[config.mk]
export PLATFORM = sky130hd
export DESIGN_NAME = rsa_modexp_ctrl
export DESIGN_NICKNAME = d
export VERILOG_FILES = /design/src/rtl/rsa_modexp_ctrl.sv
export SDC_FILE = /design/constraint.sdc
export NUM_CORES = 1
export LEC_CHECK = 0
export CAP_MARGIN = 20
export CORE_MARGIN = 2
export CORE_UTILIZATION = 47
export CTS_CLUSTER_SIZE = 40
export DETAILED_ROUTE_END_ITERATION = 8
export HOLD_SLACK_MARGIN = 0.03
export PLACE_DENSITY = 0.74
export SYNTH_ARGS = -nofsm -noshare
export SYNTH_HDL_FRONTEND = slang
export SYNTH_SLANG_ARGS = --single-unit
export TNS_END_PERCENT = 100
[constraint.sdc]
create_clock -name exp_clk -period 6.1 [get_ports exp_clk]
set_input_delay 1.22 -clock exp_clk [delete_from_list [all_inputs] [get_ports exp_clk]]
set_output_delay 1.22 -clock exp_clk [all_outputs]
set_load 0.05 [all_outputs]
[src/rtl/rsa_modexp_ctrl.sv]
// Right-to-left square-and-multiply sequencer driving one shared modular reduction core.
// Optional RSA_MODEXP_OPCNT_EN adds exp_ops, a saturating count of core operations issued.
module rsa_modexp_ctrl #(
  parameter int DATA_WIDTH = 8
) (
  input  logic                    exp_clk,
  input  logic                    exp_rst,
  input  logic                    exp_start,
  input  logic [DATA_WIDTH-1:0]   exp_m,
  input  logic [DATA_WIDTH-1:0]   exp_e,
  input  logic [DATA_WIDTH-1:0]   exp_n,
  output logic                    exp_busy,
  output logic                    exp_done,
  output logic                    exp_err,
  output logic [DATA_WIDTH-1:0]   exp_c,
  output logic                    mod_start,
  output logic [2*DATA_WIDTH-1:0] mod_a,
  output logic [DATA_WIDTH-1:0]   mod_b,
  input  logic                    mod_done,
  input  logic                    mod_err,
  input  logic [DATA_WIDTH-1:0]   mod_c
`ifdef RSA_MODEXP_OPCNT_EN
  ,
  output logic [7:0]              exp_ops
`endif
);

  localparam int W = DATA_WIDTH;

  typedef enum logic [2:0] {
    S_IDLE,
    S_DRAIN,
    S_ISSUE,
    S_WAIT,
    S_UPDATE,
    S_DONE,
    S_ERROR
  } state_t;

  typedef enum logic [1:0] {
    OP_ONE,
    OP_RED,
    OP_MUL,
    OP_SQR
  } op_t;

  state_t state_q, state_d;
  op_t    op_q, op_d;

  logic [W-1:0]   m_q;
  logic [W-1:0]   n_q;
  logic [W-1:0]   r_q;
  logic [W-1:0]   b_q;
  logic [W-1:0]   e_q;
  logic [W-1:0]   res_q;
  logic [2*W-1:0] mod_a_q;
  logic [W-1:0]   exp_c_q;
  logic           exp_err_q;
  logic           exp_done_q;

  logic [2*W-1:0] operand;
  logic [W-1:0]   e_cur;
  logic           is_one;
  logic           go_mul;
  logic           go_done;

  // Zero-extend both factors so the product keeps all 2W bits.
  always_comb begin
    operand = '0;
    unique case (op_q)
      OP_ONE: operand = {{(2*W-1){1'b0}}, 1'b1};
      OP_RED: operand = {{W{1'b0}}, m_q};
      OP_MUL: operand = {{W{1'b0}}, r_q} * {{W{1'b0}}, b_q};
      OP_SQR: operand = {{W{1'b0}}, b_q} * {{W{1'b0}}, b_q};
      default: operand = '0;
    endcase
  end

  // A square consumes one exponent bit before the next multiply test.
  always_comb begin
    e_cur   = (op_q == OP_SQR) ? (e_q >> 1) : e_q;
    is_one  = (op_q == OP_ONE);
    go_mul  = !is_one && (op_q != OP_MUL) && e_cur[0];
    go_done = !is_one && !go_mul && (e_cur[W-1:1] == '0);
  end

  always_comb begin
    state_d = state_q;
    op_d    = op_q;
    unique case (state_q)
      S_IDLE: begin
        if (exp_start) begin
          state_d = S_DRAIN;
          op_d    = OP_ONE;
        end
      end
      S_DRAIN: begin
        if (!mod_done) state_d = S_ISSUE;
      end
      S_ISSUE: state_d = S_WAIT;
      S_WAIT: begin
        if (mod_done) state_d = mod_err ? S_ERROR : S_UPDATE;
      end
      S_UPDATE: begin
        state_d = S_DRAIN;
        unique case (1'b1)
          is_one:  op_d = OP_RED;
          go_mul:  op_d = OP_MUL;
          go_done: state_d = S_DONE;
          default: op_d = OP_SQR;
        endcase
      end
      S_DONE:  state_d = S_IDLE;
      S_ERROR: state_d = S_IDLE;
      default: state_d = S_IDLE;
    endcase
  end

  always_ff @(posedge exp_clk) begin
    if (exp_rst) begin
      state_q    <= S_IDLE;
      op_q       <= OP_ONE;
      m_q        <= '0;
      n_q        <= '0;
      r_q        <= '0;
      b_q        <= '0;
      e_q        <= '0;
      res_q      <= '0;
      mod_a_q    <= '0;
      exp_c_q    <= '0;
      exp_err_q  <= 1'b0;
      exp_done_q <= 1'b0;
    end else begin
      state_q    <= state_d;
      op_q       <= op_d;
      exp_done_q <= 1'b0;
      unique case (state_q)
        S_IDLE: begin
          if (exp_start) begin
            m_q       <= exp_m;
            n_q       <= exp_n;
            e_q       <= exp_e;
            exp_err_q <= 1'b0;
          end
        end
        S_DRAIN: begin
          if (!mod_done) mod_a_q <= operand;
        end
        S_WAIT: begin
          if (mod_done && !mod_err) res_q <= mod_c;
        end
        S_UPDATE: begin
          e_q <= e_cur;
          unique case (op_q)
            OP_ONE, OP_MUL: r_q <= res_q;
            OP_RED, OP_SQR: b_q <= res_q;
            default: r_q <= r_q;
          endcase
        end
        S_DONE: begin
          exp_c_q    <= r_q;
          exp_err_q  <= 1'b0;
          exp_done_q <= 1'b1;
        end
        S_ERROR: begin
          exp_c_q    <= '1;
          exp_err_q  <= 1'b1;
          exp_done_q <= 1'b1;
        end
        default: ;
      endcase
    end
  end

`ifdef RSA_MODEXP_OPCNT_EN
  logic [7:0] ops_q;

  always_ff @(posedge exp_clk) begin
    if (exp_rst) begin
      ops_q <= '0;
    end else if (state_q == S_IDLE && exp_start) begin
      ops_q <= '0;
    end else if (state_q == S_ISSUE && ops_q != 8'hFF) begin
      ops_q <= ops_q + 8'd1;
    end
  end

  assign exp_ops = ops_q;
`endif

  assign exp_busy  = (state_q != S_IDLE);
  assign exp_done  = exp_done_q;
  assign exp_err   = exp_err_q;
  assign exp_c     = exp_c_q;
  assign mod_start = (state_q == S_ISSUE);
  assign mod_a     = mod_a_q;
  assign mod_b     = n_q;

endmodule
# Yosys cells after proc, flatten, opt, wreduce, memory -nomap -nowiden
# Cells that the tools add are included.
dict set report classes {
  multipliers 2
  n_eq_ne 14
  muxes 17
  bitwise 1
  n_reduce_logical 27
}
# operator n
set ops {}
lappend ops {{case mux 16 bit (4 select lines)} 1}
lappend ops {{multiplier 8 x 8 -> 16 bit} 2}
lappend ops {{case mux 8 bit (2 select lines)} 2}
lappend ops {{2-to-1 mux 8 bit} 2}
lappend ops {{case mux 3 bit (5 select lines)} 1}
lappend ops {{AND reduction 2 bit} 7}
lappend ops {{2-to-1 mux 3 bit} 4}
lappend ops {{!= test 2 bit, second input constant} 5}
lappend ops {{equality test 3 bit, second input constant} 3}
lappend ops {{logical NOT 7 bit} 1}
lappend ops {{equality test 3 x 2 -> 1 bit, second input constant} 2}
lappend ops {{case mux 2 bit (3 select lines)} 1}
lappend ops {{AND reduction 3 bit} 2}
lappend ops {{nonzero test 3 bit} 2}
lappend ops {{OR reduction 2 bit} 3}
lappend ops {{logical AND 1 bit} 5}
lappend ops {{equality test 2 bit, second input constant} 2}
lappend ops {{2-to-1 mux 2 bit} 2}
lappend ops {{case mux 2 bit (2 select lines)} 1}
lappend ops {{nonzero test 2 bit} 2}
lappend ops {{equality test 3 x 1 -> 1 bit, second input constant} 1}
lappend ops {{logical NOT 1 bit} 3}
lappend ops {{logical NOT 3 bit} 1}
lappend ops {{case mux 1 bit (3 select lines)} 1}
lappend ops {{other kinds (4)} 5}
dict set report word_totals {
  register_bits 79
  word_cells 73
}

# Depth between registers and ports, before layout
dict set report logic_depth {
  word_depth 9
  depth_mapped 18
}

# Worst setup path after synthesis
# No wires, ideal clock.
dict set report synth_timing {
  path_type {reg-to-reg}
  from {register b_q[5]}
  to {register mod_a_q[15] (netlist: mod_a[15])}
  setup_time_ps 139
  arrival_time_ps 4392
  slack_ps 1570
  path_stages_with_launch 18
  path_buffers 2
  cell_sequence {dfxtp_1 clkbuf_1 clkbuf_1 nand2_1 fa_1 inv_1 fa_1 fa_1 inv_1 fa_1 inv_1 ha_1 o21a_1 o21a_1 o22a_1 a311oi_2 mux2i_1 a311oi_1}
}
dict set report synth_between {
  elab_chain_len 2
  word_cells_on_any_way 3
  classes_between {2 x mul; 1 x mux}
}
# element line
set synth_rtl {}
lappend synth_rtl {{from (decl)} 53} ;# logic [W-1:0] b_q;
lappend synth_rtl {{from (signal assigned)} 156} ;# OP_RED, OP_SQR: b_q <= res_q;
lappend synth_rtl {{multiplier 8 x 8 -> 16 bit, on equally long branches} {74, 73}}
lappend synth_rtl {{case mux 16 bit (4 select lines) (*)} 70} ;# unique case (op_q)
lappend synth_rtl {{to (signal assigned)} 147} ;# if (!mod_done) mod_a_q <= operand;
lappend synth_rtl {{to (decl)} 56} ;# logic [2*W-1:0] mod_a_q;
# Every way passes the cells marked *; elsewhere a longest branch is shown, timed or not.
# A chain may end at the register's enable or synchronous reset.

# Final worst setup path
# Same ends and word-level chain as after synthesis.

==> summary.txt <==
# placed instances - 1063
Yosys reg bits - 79
Crit. End Element - flip-flop
Ports - 73
CP max stage cell - dfxtp_1
CP Buf/Inv Count - 3
EDFF count, synth - 0
Crit path required time - 6360 ps
Ys async rst share - 0
Core area - 14600 sq um
Via count - 5772
Die area - 15900 sq um
Vias in the first global route - 5765
Post-synth net total - 1014
Mapped Avg Cell Area - 8.26 sq um
Mapped cell area - 7020 sq um
Later-pin clock latency in the skew report - 360 ps
Final Cycle Share - 0.790
Final WS setup - 1280 ps
Hold_buf cts - 0
Critical path fanouts, max - 19
Worst-path clk slew - 70 ps
Worst Setup Path Type - flip-flop to flip-flop
Die H - 126 microns
Outcome - completed
Total Wirelength - 16600 microns
Post CTS Setup Buffer Count - 0
Row cnt - 44
Final Slew Violations - 0
Area Growth Syn to Fin - 15.5%
Post-Synth Simple-Gate Area - 0.213
Yosys warnings - 0
Worst hold margin - 453 ps
P_int - 0.000924 W
Vias per std cell - 5.35
Combinational Power Share - 0.130
Multi-input combinational cell area - 4910 sq um
Initial core utilization - 0.481
CP Data Arrival Time - 5090 ps
H-tree levels - 3
Critical path cell sequence - nand2_1 -> fa_1 -> fa_1 -> inv_1 -> fa_1 -> inv_1 -> fa_1 -> inv_1 -> ha_1 -> o21ai_0 -> o21ai_0 -> a41oi_1 -> nor3_1 -> o21ai_0 -> a311oi_1
Number of buffers created by CTS - 9
CTS Sinks - 79
Sequential area share after synthesis - 0.225
Die Wd - 126 microns
Crit path time final - 4820 ps
Total grt overflow - 0
Dpl hpwl - 12500 microns
Switch Pwr - 0.000351 W
# DRC - 0
Post-route core utilization - 0.556
RD Place Congestion - 0.886
Startpoint Class - flip-flop
RSZ-0062 raised after global routing - no
First-pass GRT wire length - 28200 microns
Clock Skew - 12.1 ps
Final net count - 1054
Final cell count without fillers - 1079
CTS resizes - 0
Top cell family by delay on the critical path - adder cells
Combinational family with the most area after synthesis - adder cells
Max stage delay on crit path - 760 ps
DRT Pass-1 Iters - 5
Xor and xnor area share after synthesis - 0.0275
Post-synth cell types - 54
Global-route usage over all layers - 0.217
Max VDD drop - 162 uV
Final setup fails - 0
Sequential share of power - 0.435
Max clock buf depth - 2
CTS tree - done
Place WS - 1340 ps
Port Buffers - 72
Worst Hold Class - flip-flop to flip-flop
CP dominant cell by count - fa_1
Least-Margin Pin Slew - 1030 ps
Clock share of power - 0.435
Setup_tns - 0 ps
Compound-Gate Fraction of Synth Area - 0.144
N_diodes - 0
Storage element area - 1580 sq um
Filler Cells Inserted - 1338
Slew margin rel. - 0.311
Clock Root Buffer - clkbuf_16
Mapped Cells - 850
FMAX - 207 MHz
Post-Synth Adder-Cell Area - 0.292
Mux share of post-synthesis cell area - 0.0234
Largest net degree at the start of global routing - 77
Maxcap violations - 0
P_leak - 3.69 nW
Final hold vios - 0
First DRT Iteration DRCs - 251
Share of cells above drive strength 1 - 0.0346
Top_reg_cell synth - dfxtp_1
Switching Share - 0.275
Post-DR wirelength/cell - 15.4 microns
Pwr Density - 157 nW/um^2
Initial antenna violation count - 0
Detail Route Antenna Nets - 0
==> state kept, by name (all words and copies together), names as in the netlist <==
signal / cells
e_q: 8
op_q: 2
mod_a: 16
mod_b: 8
m_q: 8
r_q: 8
res_q: 8
exp_done: 1
exp_err: 1
state_q: 3
exp_c: 8
b_q: 8
==> placed cells by master, fill, tap and decap left out, drive strengths merged, types with 8 or more instances in the layout <==
cell type / n
mux2i: 13
o211ai: 8
ha: 66
nand2: 109
clkbuf: 10
xnor2: 16
inv: 96
dfxtp: 79
a21oi: 57
clkdlybuf4s50: 71
a21o: 10
and2: 72
o21ai: 20
fa: 61
nor3: 20
nor2: 74
o22a: 8
==> Yosys cell counts (all sizes together), types with 4 or more instances <==
cell type	count	area, sq um
nor3	20	105
a21oi	57	289
ha	66	826
o31ai	4	30.0
nor2b	7	43.8
clkbuf	41	154
nor2	74	280
a222oi	7	70.1
buf	5	25.0
xnor2	16	140
a21o	10	75.1
nand2	109	409
a221oi	5	43.8
xor2	6	52.6
nand2b	7	43.8
nor4	5	31.3
mux2i	13	130
dfxtp	79	1580
inv	94	353
and2	72	450
a211oi	7	52.6
o21ai	20	100
o22a	8	70.1
fa	61	1220
o21a	6	45.0
o211ai	8	60.1
==> layer usage <==
metal / GRT usage / wire length, microns / vias up / part of all wire
met5: 0 / 0 / - / 0
met4: 0.0633 / 248 / 0 / 0.015
met3: 0.0336 / 578 / 22 / 0.035
met2: 0.357 / 8070 / 115 / 0.48
met1: 0.297 / 7750 / 2751 / 0.47
li1: - / - / 2884 / -
==> kinds of logic (layout without fill, tap and decap cells) <==
kind of cell,Yosys count,count (layout)
XOR/XNOR,22,22
flip-flops,79,79
buffers and inverters,140,185
multiplexers,16,16
adder cells (fa/ha/maj),127,127
AO/OA/AOI/OAI,153,153
AND/OR/NAND/NOR,313,313
==> through the flow <==
step | power (W) | area, sq um
after floorplan | 0.000669 | 7020
after global placement | 0.000730 | 7810
after detailed placement | 0.000731 | 7810
after CTS | 0.00128 | 8110
after global routing | 0.00132 | 8110
final | 0.00128 | 8110
==> path summary, 6_finish.rpt <==
kind / from / to / slack [ps] / depth (start not counted)
hold / removal: mod_a[10] / mod_a[10] / 450 / 2
hold reg to reg: mod_a[10] / mod_a[10] / 450 / 2
setup reg to reg: b_q[5] / mod_a[15] / 1280 / 15
setup / recovery: b_q[5] / mod_a[15] / 1280 / 15
==> power by group through the flow <==
stage,clock [W],combinational (W),sequential (W)
2_1_floorplan,0,0.0000808,0.000588
3_3_place_gp,0,0.000164,0.000566
3_5_place_dp,0,0.000165,0.000566
4_1_cts,0.000561,0.000166,0.000555
5_1_grt,0.000580,0.000180,0.000558
6_report,0.000555,0.000166,0.000555
==> tightest hold or removal path, cell delays in order (launching register included) <==
cell     delay (ps)
dfxtp_1         320
nand2_1          50
o21ai_0          50
==> final cells by class <==
class                           instances  area share
Tap cell                              184      0.0284
Multi-Input combinational cell        631       0.605
Clock inverter                          6     0.00833
Clock buffer                           10      0.0282
Timing Repair Buffer                   75      0.0910
Inverter                               94      0.0435
Sequential cell                        79       0.195
No activity file was read; power rests on OpenSTA's default activity.
